`src/rtl/logic_unit_pipe.sv`:
```
// logic_unit_pipe: two-stage valid/ready pipeline computing a bitwise AND/OR/XOR/NOR with a zero flag
module logic_unit_pipe #(
  parameter int WIDTH = 32
) (
  input  logic             clk,
  input  logic             reset,
  input  logic             in_valid,
  output logic             in_ready,
  input  logic [WIDTH-1:0] in_a,
  input  logic [WIDTH-1:0] in_b,
  input  logic [1:0]       in_op,
  output logic             out_valid,
  input  logic             out_ready,
  output logic [WIDTH-1:0] out_result,
  output logic             out_zero
);
  logic             s1_valid_q, s1_valid_d;
  logic [WIDTH-1:0] s1_result_q, s1_result_d;
  logic             s2_valid_q, s2_valid_d;
  logic [WIDTH-1:0] s2_result_q, s2_result_d;
  logic             s2_zero_q, s2_zero_d;
  logic             s1_adv, s2_adv, in_fire, s2_load;
  logic [WIDTH-1:0] op_res;
  // stage advance conditions, operation decode and next-state for both stages
  always_comb begin
    s2_adv      = !s2_valid_q || out_ready;
    s1_adv      = !s1_valid_q || s2_adv;
    in_fire     = in_valid && s1_adv;
    op_res      = in_op == 2'b00 ? (in_a & in_b) :
                  in_op == 2'b01 ? (in_a | in_b) :
                  in_op == 2'b10 ? (in_a ^ in_b) : ~(in_a | in_b);
    s1_valid_d  = s1_adv ? in_fire : s1_valid_q;
    s1_result_d = in_fire ? op_res : s1_result_q;
    s2_load     = s2_adv && s1_valid_q;
    s2_valid_d  = s2_adv ? s1_valid_q : s2_valid_q;
    s2_result_d = s2_load ? s1_result_q : s2_result_q;
    s2_zero_d   = s2_load ? ~|s1_result_q : s2_zero_q;
  end
  // pipeline registers; reset discards anything in flight
  always_ff @(posedge clk) begin
    if (reset) begin
      s1_valid_q  <= 1'b0;
      s1_result_q <= '0;
      s2_valid_q  <= 1'b0;
      s2_result_q <= '0;
      s2_zero_q   <= 1'b1;
    end else begin
      s1_valid_q  <= s1_valid_d;
      s1_result_q <= s1_result_d;
      s2_valid_q  <= s2_valid_d;
      s2_result_q <= s2_result_d;
      s2_zero_q   <= s2_zero_d;
    end
  end
  assign in_ready   = s1_adv;
  assign out_valid  = s2_valid_q;
  assign out_result = s2_result_q;
  assign out_zero   = s2_zero_q;
endmodule

```
`config.mk`:
```
export PLATFORM = sky130hd
export DESIGN_NAME = logic_unit_pipe
export DESIGN_NICKNAME = d
export VERILOG_FILES = /design/src/rtl/logic_unit_pipe.sv
export SDC_FILE = /design/constraint.sdc
export NUM_CORES = 1
export LEC_CHECK = 0
export CAP_MARGIN = 10
export CORE_MARGIN = 5
export CORE_UTILIZATION = 45
export CTS_CLUSTER_SIZE = 10
export DETAILED_ROUTE_END_ITERATION = 8
export PLACE_DENSITY = 0.74
export SYNTH_ARGS = -nofsm -noshare
export SYNTH_HDL_FRONTEND = slang
export SYNTH_SLANG_ARGS = --single-unit
```
`constraint.sdc`:
```
create_clock -name clk -period 1.4 [get_ports clk]
set_input_delay 0.21 -clock clk [delete_from_list [all_inputs] [get_ports clk]]
set_output_delay 0.21 -clock clk [all_outputs]
set_load 0.02 [all_outputs]
```
==> results.cfg, run 1 <==
[place]
placedCellCount = 773
place_area_sq_um = 5910
routabilityCongestion = 0.895
io_buffer_count = 104
hpwlAfterDp_um = 8240

[synth]
synthTopCellsByArea = dfxtp_1 (29%), ha_1 (17%), nand2_1 (10%), mux2_4 (6.8%), xor2_1 (6.0%)
synth_flop_cell = dfxtp_1
ys_top_cells_by_count = nand2_1 (128), dfxtp_1 (67), inv_1 (65)
synthCells = 540
synth-seq-cells = 67
ys_types = 27
yosysWarnings = 0
syn_avg_cell_area_sq_um = 8.64
netlist.area_leader.share_pct = 28.7
yosysMostFrequentCell = nand2_1
synth_area_sq_um = 4670
synth_nets = 674
yosysSeqAreaShare_pct = 28.7
synth_edf_count = 0
yosysTopAreaCell = dfxtp_1
async_flop_share_pct = 0

[power_and_ir_drop]
p_seq_share_pct = 43.3
power_frac_clock_pct = 32.6
internal_power_mw = 3.49
p_comb_share_pct = 24.1
peakVddDrop_uv = 503
p_sw_mw = 1.35
p_leak_nw = 3.06
p_total_mw = 4.83
power-per-cell-area_nw_per_um2 = 793
sw_frac_of_total_pct = 27.9

[clock_tree]
insertion_delay_ps = 330
cts_tree = yes
cts-root-buf = clkbuf_8
clk_pin_slew_ps = 70
postCtsSetupRepairBufs = 0
cts.sinks = 67
cts_buffers = 9
clock_path_buffers = 2
htreeDepth = 3

[finish]
nNetsFinal = 782
syn2layout_area_growth_pct = 30.7
instances_no_fill = 789
num-fill-cells = 901
antenna_cells = 0
seq_area_sq_um = 1340
final_area_sq_um = 6100
multiInputGateArea_sq_um = 2820
drive_above_1_share_pct = 16.7

[sta]
drv_slew = 0
fin_setup_tns_ps = 0
fin_skew_ps = 10.1
timing.final.crit_share_pct = 97.5
fmax_mhz = 733
min_period_ps = 1360
worstMarginPinSlew_ps = 470
final-setup-viol-count = 0
hold_viol_final = 0
hold_slack_ps = 327
slew_headroom_pct = 68.7
rsz0062_at_grt = no

[global_route]
track_usage_pct = 16.6
antenna_found_initial = 0
grt_pass1_vias = 3744
grt_pass1_wl_um = 17400
grt_max_degree = 41
grt_overflow_total = 0

[job]
cap_violations = 0

[drt]
dr.pass1.iters = 6
postRouteAntennaNets = 0
drtIter0Drc = 135
vias = 3841
drc_errors = 0
vias_per_cell = 4.87
wl_per_cell_um = 13.1
finalWirelength_um = 10300

[floorplan]
die_y_um = 112
rows = 37
ios = 105
fp.dieArea_sq_um = 12500
coreArea_sq_um = 10200
die_w_um = 112
start_util_pct = 45.6

[min_path]
hp-class = input pin to register

[worst_setup_path]
path_cells = clkdlybuf4s50_1 -> inv_1 -> ha_1 -> mux2_2 -> o211ai_1 -> a21oi_1
path_class = input pin to register
crit_arrival_ps = 1590
path_max_fanout = 2
worst_setup_path_end_kind = register
slowest_delay_ps = 520
slowest_stage = clkdlybuf4s50_1
cp-start-kind = input pin
cp_data_required_time_ps = 1620

[run_status]
status = completed
power by group through the flow:
stage / Sequential, mW / Combinational, mW / Clock, mW
global route: 2.11 / 1.30 / 1.71
CTS: 2.09 / 1.19 / 1.61
detailed placement: 2.14 / 1.20 / 0
finish: 2.09 / 1.16 / 1.58
global placement: 2.13 / 1.17 / 0
floorplan: 2.14 / 0.729 / 0
through the flow:
stage	util [%]	setup WS, ps
after detailed placement	57.8	-388
after global routing	59.6	0.113
after floorplan	-	77.5
after CTS	59.3	2.97
final	59.6	35.4
after global placement	57.8	-385
timing repair:
item                       CTS  global route
resized for setup           39            19
pin swaps                    2            16
setup endpoints to repair   36            10
hold buffers                 0             0
hold endpoints to repair     0             0
metal layers:
metal	vias up	track usage (%)	share of wire (%)	wire, um
met3	14	2.39	4.9	505
li1	1979	-	-	-
met2	94	27.3	47	4900
met5	-	0	0	0
met1	1754	22.2	46	4720
met4	0	5.52	1.9	193
cells in the final DEF (no fill, tap or decap), types with 2 or more instances in the layout:
cell | synthesis | final
a21oi_1 | 55 | 55
a21oi_2 | 11 | 11
buf_12 | 3 | 8
buf_2 | 8 | 3
buf_4 | 10 | 21
clkbuf_8 | 0 | 10
clkdlybuf4s50_1 | 0 | 47
clkinv_2 | 0 | 3
dfxtp_1 | 67 | 66
dlygate4sd2_1 | 0 | 36
dlymetal6s2s_1 | 0 | 17
ha_1 | 64 | 64
inv_1 | 65 | 65
mux2_2 | 11 | 11
mux2_4 | 21 | 21
nand2_1 | 128 | 128
nand4_1 | 2 | 2
nor2_1 | 2 | 2
nor4_1 | 8 | 8
o211ai_1 | 19 | 19
o211ai_2 | 13 | 13
xor2_1 | 32 | 32
worst max-delay path, delay by kind of cell:
kind | cells | cell delay (ps)
AO/OA/AOI/OAI | 2 | 240
buffers and inverters | 2 | 580
multiplexers | 1 | 260
adder cells (fa/ha/maj) | 1 | 290
logic make-up (layout without fill, tap and decap cells):
group,Yosys count,after routing,share of synthesized area [%]
buf+inv,100,213,10.9
fa+ha+maj,64,64,17.2
flops,67,67,28.7
simple gates,145,145,12.7
compound gates,100,100,15.0
xor+xnor,32,32,6.01
mux,32,32,9.41
registers in the layout, summed over array words and instances, names as in the netlist:
register,flops
s1_result_q,32
s1_valid_q,1
out_valid,1
out_result,32
out_zero,1
worst paths after layout:
kind                                from                           end  slack, ps  cells past startpoint
max                             in_a[15]  s1_result_q[15]$_SDFFE_PP0P_         40                      6
min                                reset  s1_result_q[31]$_SDFFE_PP0P_        330                      2
min reg2reg  out_result[10]$_SDFFE_PP0P_   out_result[10]$_SDFFE_PP0P_        450                      2
max reg2reg       out_valid$_SDFFE_PP0P_  s1_result_q[13]$_SDFFE_PP0P_        130                      5
area by class of cell:
class	count	area share (%)
tap	136	2.79
inverter	65	4.00
timing repair buffer	132	21.8
multi-input combinational	373	46.2
sequential	67	22.0
clock buffer	11	2.32
clock inverter	5	0.862
(Power assumes the default switching activity.)
==> run 2: changes to the inputs <==
--- a/constraint.sdc
+++ b/constraint.sdc
@@ -3,2 +3,2 @@
 set_output_delay 0.21 -clock clk [all_outputs]
-set_load 0.02 [all_outputs]
+set_load 0.1 [all_outputs]
==> results.cfg, run 2 (same netlist as run 1, synthesis figures left out) <==
[min_path]
hp-class = input pin to register

[sta]
hold_slack_ps = 96.5
rsz0062_at_grt = no
worstMarginPinSlew_ps = 380
timing.final.crit_share_pct = 96.8
min_period_ps = 1360
hold_viol_final = 0
drv_slew = 0
slew_headroom_pct = 74.7
fmax_mhz = 738
fin_skew_ps = 6.87
final-setup-viol-count = 0

[worst_setup_path]
cp-endpoint = s1_result_q[26]$_SDFFE_PP0P_
slowest_delay_ps = 480
cp_data_required_time_ps = 1620
startpoint = in_b[26]
rr_endpoint = s1_result_q[31]$_SDFFE_PP0P_
cp.buffers_inverters = 2
crit_cells = 6
rrSetupSlack_ps = 80
crit_arrival_ps = 1570
cp-start-kind = input pin
path_max_fanout = 2
worst_setup_path_end_kind = register
slowest_stage = clkdlybuf4s50_1
crit_family = buffers and inverters
worst-r2r-cell-count = 5
path_class = input pin to register
path_cells = clkdlybuf4s50_1 -> inv_1 -> ha_1 -> mux2_4 -> o211ai_1 -> a21oi_1
crit-reg2reg-launch = out_valid$_SDFFE_PP0P_

[place]
routabilityCongestion = 0.790
io_buffer_count = 104
hpwlAfterDp_um = 8290

[floorplan]
fp.dieArea_sq_um = 12500
rows = 37
die_y_um = 112
ios = 105
die_w_um = 112
start_util_pct = 45.6
coreArea_sq_um = 10200

[drt]
dr.pass1.iters = 4
wl_per_cell_um = 13.6
drc_errors = 0
postRouteAntennaNets = 0
vias = 3831
finalWirelength_um = 10700
vias_per_cell = 4.87
drtIter0Drc = 114

[finish]
drive_above_1_share_pct = 23.1
antenna_cells = 0
layout_commonest_cell = nand2_1
mostFrequentLayoutCells = nand2_1 (122), inv_1 (65), dfxtp_1 (65)
num-fill-cells = 829
syn2layout_area_growth_pct = 39.2
nNetsFinal = 779

[job]
cap_violations = 0

[power_and_ir_drop]
p_leak_nw = 3.03
p_total_mw = 5.32
peakVddDrop_uv = 533
power-per-cell-area_nw_per_um2 = 819

[clock_tree]
clk_pin_slew_ps = 70
cts.sinks = 67
insertion_delay_ps = 340
cts_buffers = 9
clock_path_buffers = 2
cts_tree = yes
htreeDepth = 3
cts-root-buf = clkbuf_8

[global_route]
grt_pass1_wl_um = 17900
grt_overflow_total = 0
track_usage_pct = 17.0
grt_pass1_vias = 3838
antenna_found_initial = 0
grt_max_degree = 65

[run_status]
status = completed
## run 2: metrics by stage
stage / setup TNS [ps] / util [%] / instance area, sq um / worst slack, ps / cells
2_1_floorplan: -2690 / - / 4710 / -52.5 / 540
3_3_place_gp: -13980 / 60.8 / 6220 / -406 / 767
3_5_place_dp: -15660 / 60.8 / 6220 / -424 / 767
4_1_cts: 0 / 63.0 / 6440 / 11.7 / 783
5_1_grt: 0 / 63.5 / 6490 / 9.88 / 786
6_report: 0 / 63.5 / 6490 / 44.7 / 786
## run 2: final cells by class
cell class / count / area [sq um] / share of cell area [%]
Inverter: 65 / 244 / 3.76
Tap cell: 136 / 170 / 2.62
Sequential cell: 67 / 1350 / 20.8
Multi-Input combinational cell: 374 / 2870 / 44.2
Clock buffer: 9 / 124 / 1.91
Clock inverter: 7 / 97.6 / 1.50
Timing Repair Buffer: 128 / 1640 / 25.2
## run 2: worst min-delay path by stage
stage / start / endpoint / slack [ps] / cells after the start
finish: reset / out_result[29]$_SDFFE_PP0P_ / 100 / 2
global placement: reset / out_result[29]$_SDFFE_PP0P_ / 460 / 2
floorplan: out_ready / out_valid$_SDFFE_PP0P_ / 390 / 3
CTS: reset / out_result[13]$_SDFFE_PP0P_ / 90 / 2
detailed placement: reset / out_result[29]$_SDFFE_PP0P_ / 460 / 2
global route: reset / out_result[31]$_SDFFE_PP0P_ / 130 / 2
## run 2: report_power, final
group,internal [mW],switching (mW)
Combinational,0.689,0.732
Clock,1.02,0.774
Sequential,2.00,0.107
## run 2: worst register-to-register path, cell delays in order (launching register included)
cell	delay, ps
dfxtp_4	370
nor2b_4	150
a21oi_4	170
buf_12	220
o211ai_1	190
a21oi_1	160
## run 2: timing repair
item                                   CTS  global route
pin swaps                                4             8
endpoints found under the hold margin    0             0
buffers inserted                         0             2
gates resized for setup                  7            10
hold buffers                             0             0
gates cloned                             0             1
setup endpoints to repair                3            29
## run 2: routing by layer
metal  vias to the layer above  GRT usage (%)  wire (um)
met1                      1763           22.1       4730
met2                        88           28.7       5270
met4                         0           6.33        184
met5                         -              0          0
met3                        13           2.45        470
li1                       1967              -          -
==> run 3: changes to the inputs <==
- CELL_PAD_IN_SITES_DETAIL_PLACEMENT: not set -> 2
- CELL_PAD_IN_SITES_GLOBAL_PLACEMENT: not set -> 2
- CORE_UTILIZATION: 45 -> 30
- PLACE_DENSITY: 0.74 -> 0.81
==> results.cfg, run 3 (same netlist as run 1, synthesis figures left out) <==
[run_status]
status = completed

[worst_setup_path]
path_class = input pin to register
cp-start-kind = input pin
rr_endpoint = s1_result_q[28]$_SDFFE_PP0P_
cp_data_required_time_ps = 1600
startpoint = in_b[21]
worst_setup_path_end_kind = register
crit-reg2reg-launch = out_valid$_SDFFE_PP0P_
rrSetupSlack_ps = 50
crit_arrival_ps = 1570
worst-r2r-cell-count = 6
path_max_fanout = 2
cp-endpoint = s1_result_q[21]$_SDFFE_PP0P_

[place]
hpwlAfterDp_um = 12000
io_buffer_count = 104
placedCellCount = 831
place_area_sq_um = 6400
pre_cts_ws_ps = -427
routabilityCongestion = 0.766

[sta]
hold_viol_final = 0
hold_slack_ps = 124
rsz0062_at_grt = yes
worstMarginPinSlew_ps = 450
drv_slew = 0
timing.final.crit_share_pct = 97.8
fmax_mhz = 730
final-setup-viol-count = 0
slew_headroom_pct = 69.7
setup_ws_ps = 31.0
min_period_ps = 1370
fin_skew_ps = 6.72

[floorplan]
die_w_um = 135
ios = 105
rows = 45
coreArea_sq_um = 15200
fp.dieArea_sq_um = 18100
start_util_pct = 30.7
die_y_um = 135

[drt]
vias = 4096
vias_per_cell = 4.82
dr.pass1.iters = 4
finalWirelength_um = 15600
drc_errors = 0
drtIter0Drc = 128
postRouteAntennaNets = 0
wl_per_cell_um = 18.3

[clock_tree]
cts_tree = yes
insertion_delay_ps = 330
cts-root-buf = clkbuf_16
htreeDepth = 3
cts_buffers = 9
cts.sinks = 67
clk_pin_slew_ps = 50
clock_path_buffers = 2

[finish]
mostFrequentLayoutCells = nand2_1 (122), dfxtp_1 (65), inv_1 (64)
antenna_cells = 0
num-fill-cells = 1633
layout_commonest_cell = nand2_1
syn2layout_area_growth_pct = 47.3
final_area_sq_um = 6870
instances_no_fill = 850
seq_area_sq_um = 1350
nNetsFinal = 791
drive_above_1_share_pct = 25.4
multiInputGateArea_sq_um = 2920

[global_route]
grt_overflow_total = 0
track_usage_pct = 16.8
grt_max_degree = 65
grt_pass1_vias = 4725
grt_pass1_wl_um = 24500
antenna_found_initial = 0

[power_and_ir_drop]
peakVddDrop_uv = 513
power-per-cell-area_nw_per_um2 = 870
p_leak_nw = 3.28

[job]
cap_violations = 0

[min_path]
hp-class = input pin to register
run 3: cell types whose count changed in the layout (fill, tap and decap cells not counted), sizes merged:
cell	previous run	this run
clkdlybuf4s50	52	28
dlygate4sd2	5	16
clkinv	2	3
clkinvlp	0	1
inv	68	65
nand2b	2	1
bufinv	2	1
buf	62	73
clkbuf	9	13
dlymetal6s2s	9	22
run 3: layout make-up:
class                      count  area share (%)
clock buffer                  11            3.53
clock inverter                 5           0.764
inverter                      65            3.55
multi-input combinational    373            42.5
sequential                    67            19.6
tap                          188            3.42
timing repair buffer         141            26.6
run 3: worst max-delay path, cell delays in order:
cell	delay (ps)
clkdlybuf4s50_1	510
inv_1	60
ha_1	280
mux2_4	270
o211ai_2	170
a21oi_2	70
run 3: per-stage QoR:
stage	setup TNS [ps]	util (%)	power [mW]
after global routing	-78.7	45.2	6.26
after floorplan	-2690	-	3.05
final	0	45.2	5.98
after global placement	-11110	42.1	3.61
after CTS	0	44.0	6.01
after detailed placement	-14680	42.1	3.72
run 3: how the worst min path moves through the flow:
stage	from	to	slack, ps	cells past startpoint
2_1_floorplan	out_ready	out_valid$_SDFFE_PP0P_	390	3
3_3_place_gp	reset	out_zero$_SDFFE_PP1P_	450	3
3_5_place_dp	reset	out_zero$_SDFFE_PP1P_	460	3
4_1_cts	reset	out_zero$_SDFFE_PP1P_	120	3
5_1_grt	reset	out_zero$_SDFFE_PP1P_	130	3
6_report	reset	out_zero$_SDFFE_PP1P_	120	3
run 3: timing repair:
action,in CTS,in global routing
pin swaps,12,22
gates cloned,0,2
hold buffers,0,0
resized for setup,19,29
setup endpoints to repair,11,21
buffers inserted,0,1
run 3: routing by layer:
| metal | track usage [%] | part of all wire [%] | wire, um | vias up |
|---|---|---|---|---|
| met1 | 20.3 | 43 | 6650 | 2001 |
| met4 | 5.37 | 2.1 | 321 | 0 |
| met5 | 0 | 0 | 0 | - |
| met2 | 30.9 | 53 | 8250 | 81 |
| li1 | - | - | - | 1991 |
| met3 | 1.94 | 2.1 | 334 | 23 |
run 3: power by group:
part	internal, mW	switching (mW)	total, mW
logic	0.742	0.838	1.58
registers	2.01	0.111	2.12
clock network	1.42	0.863	2.28
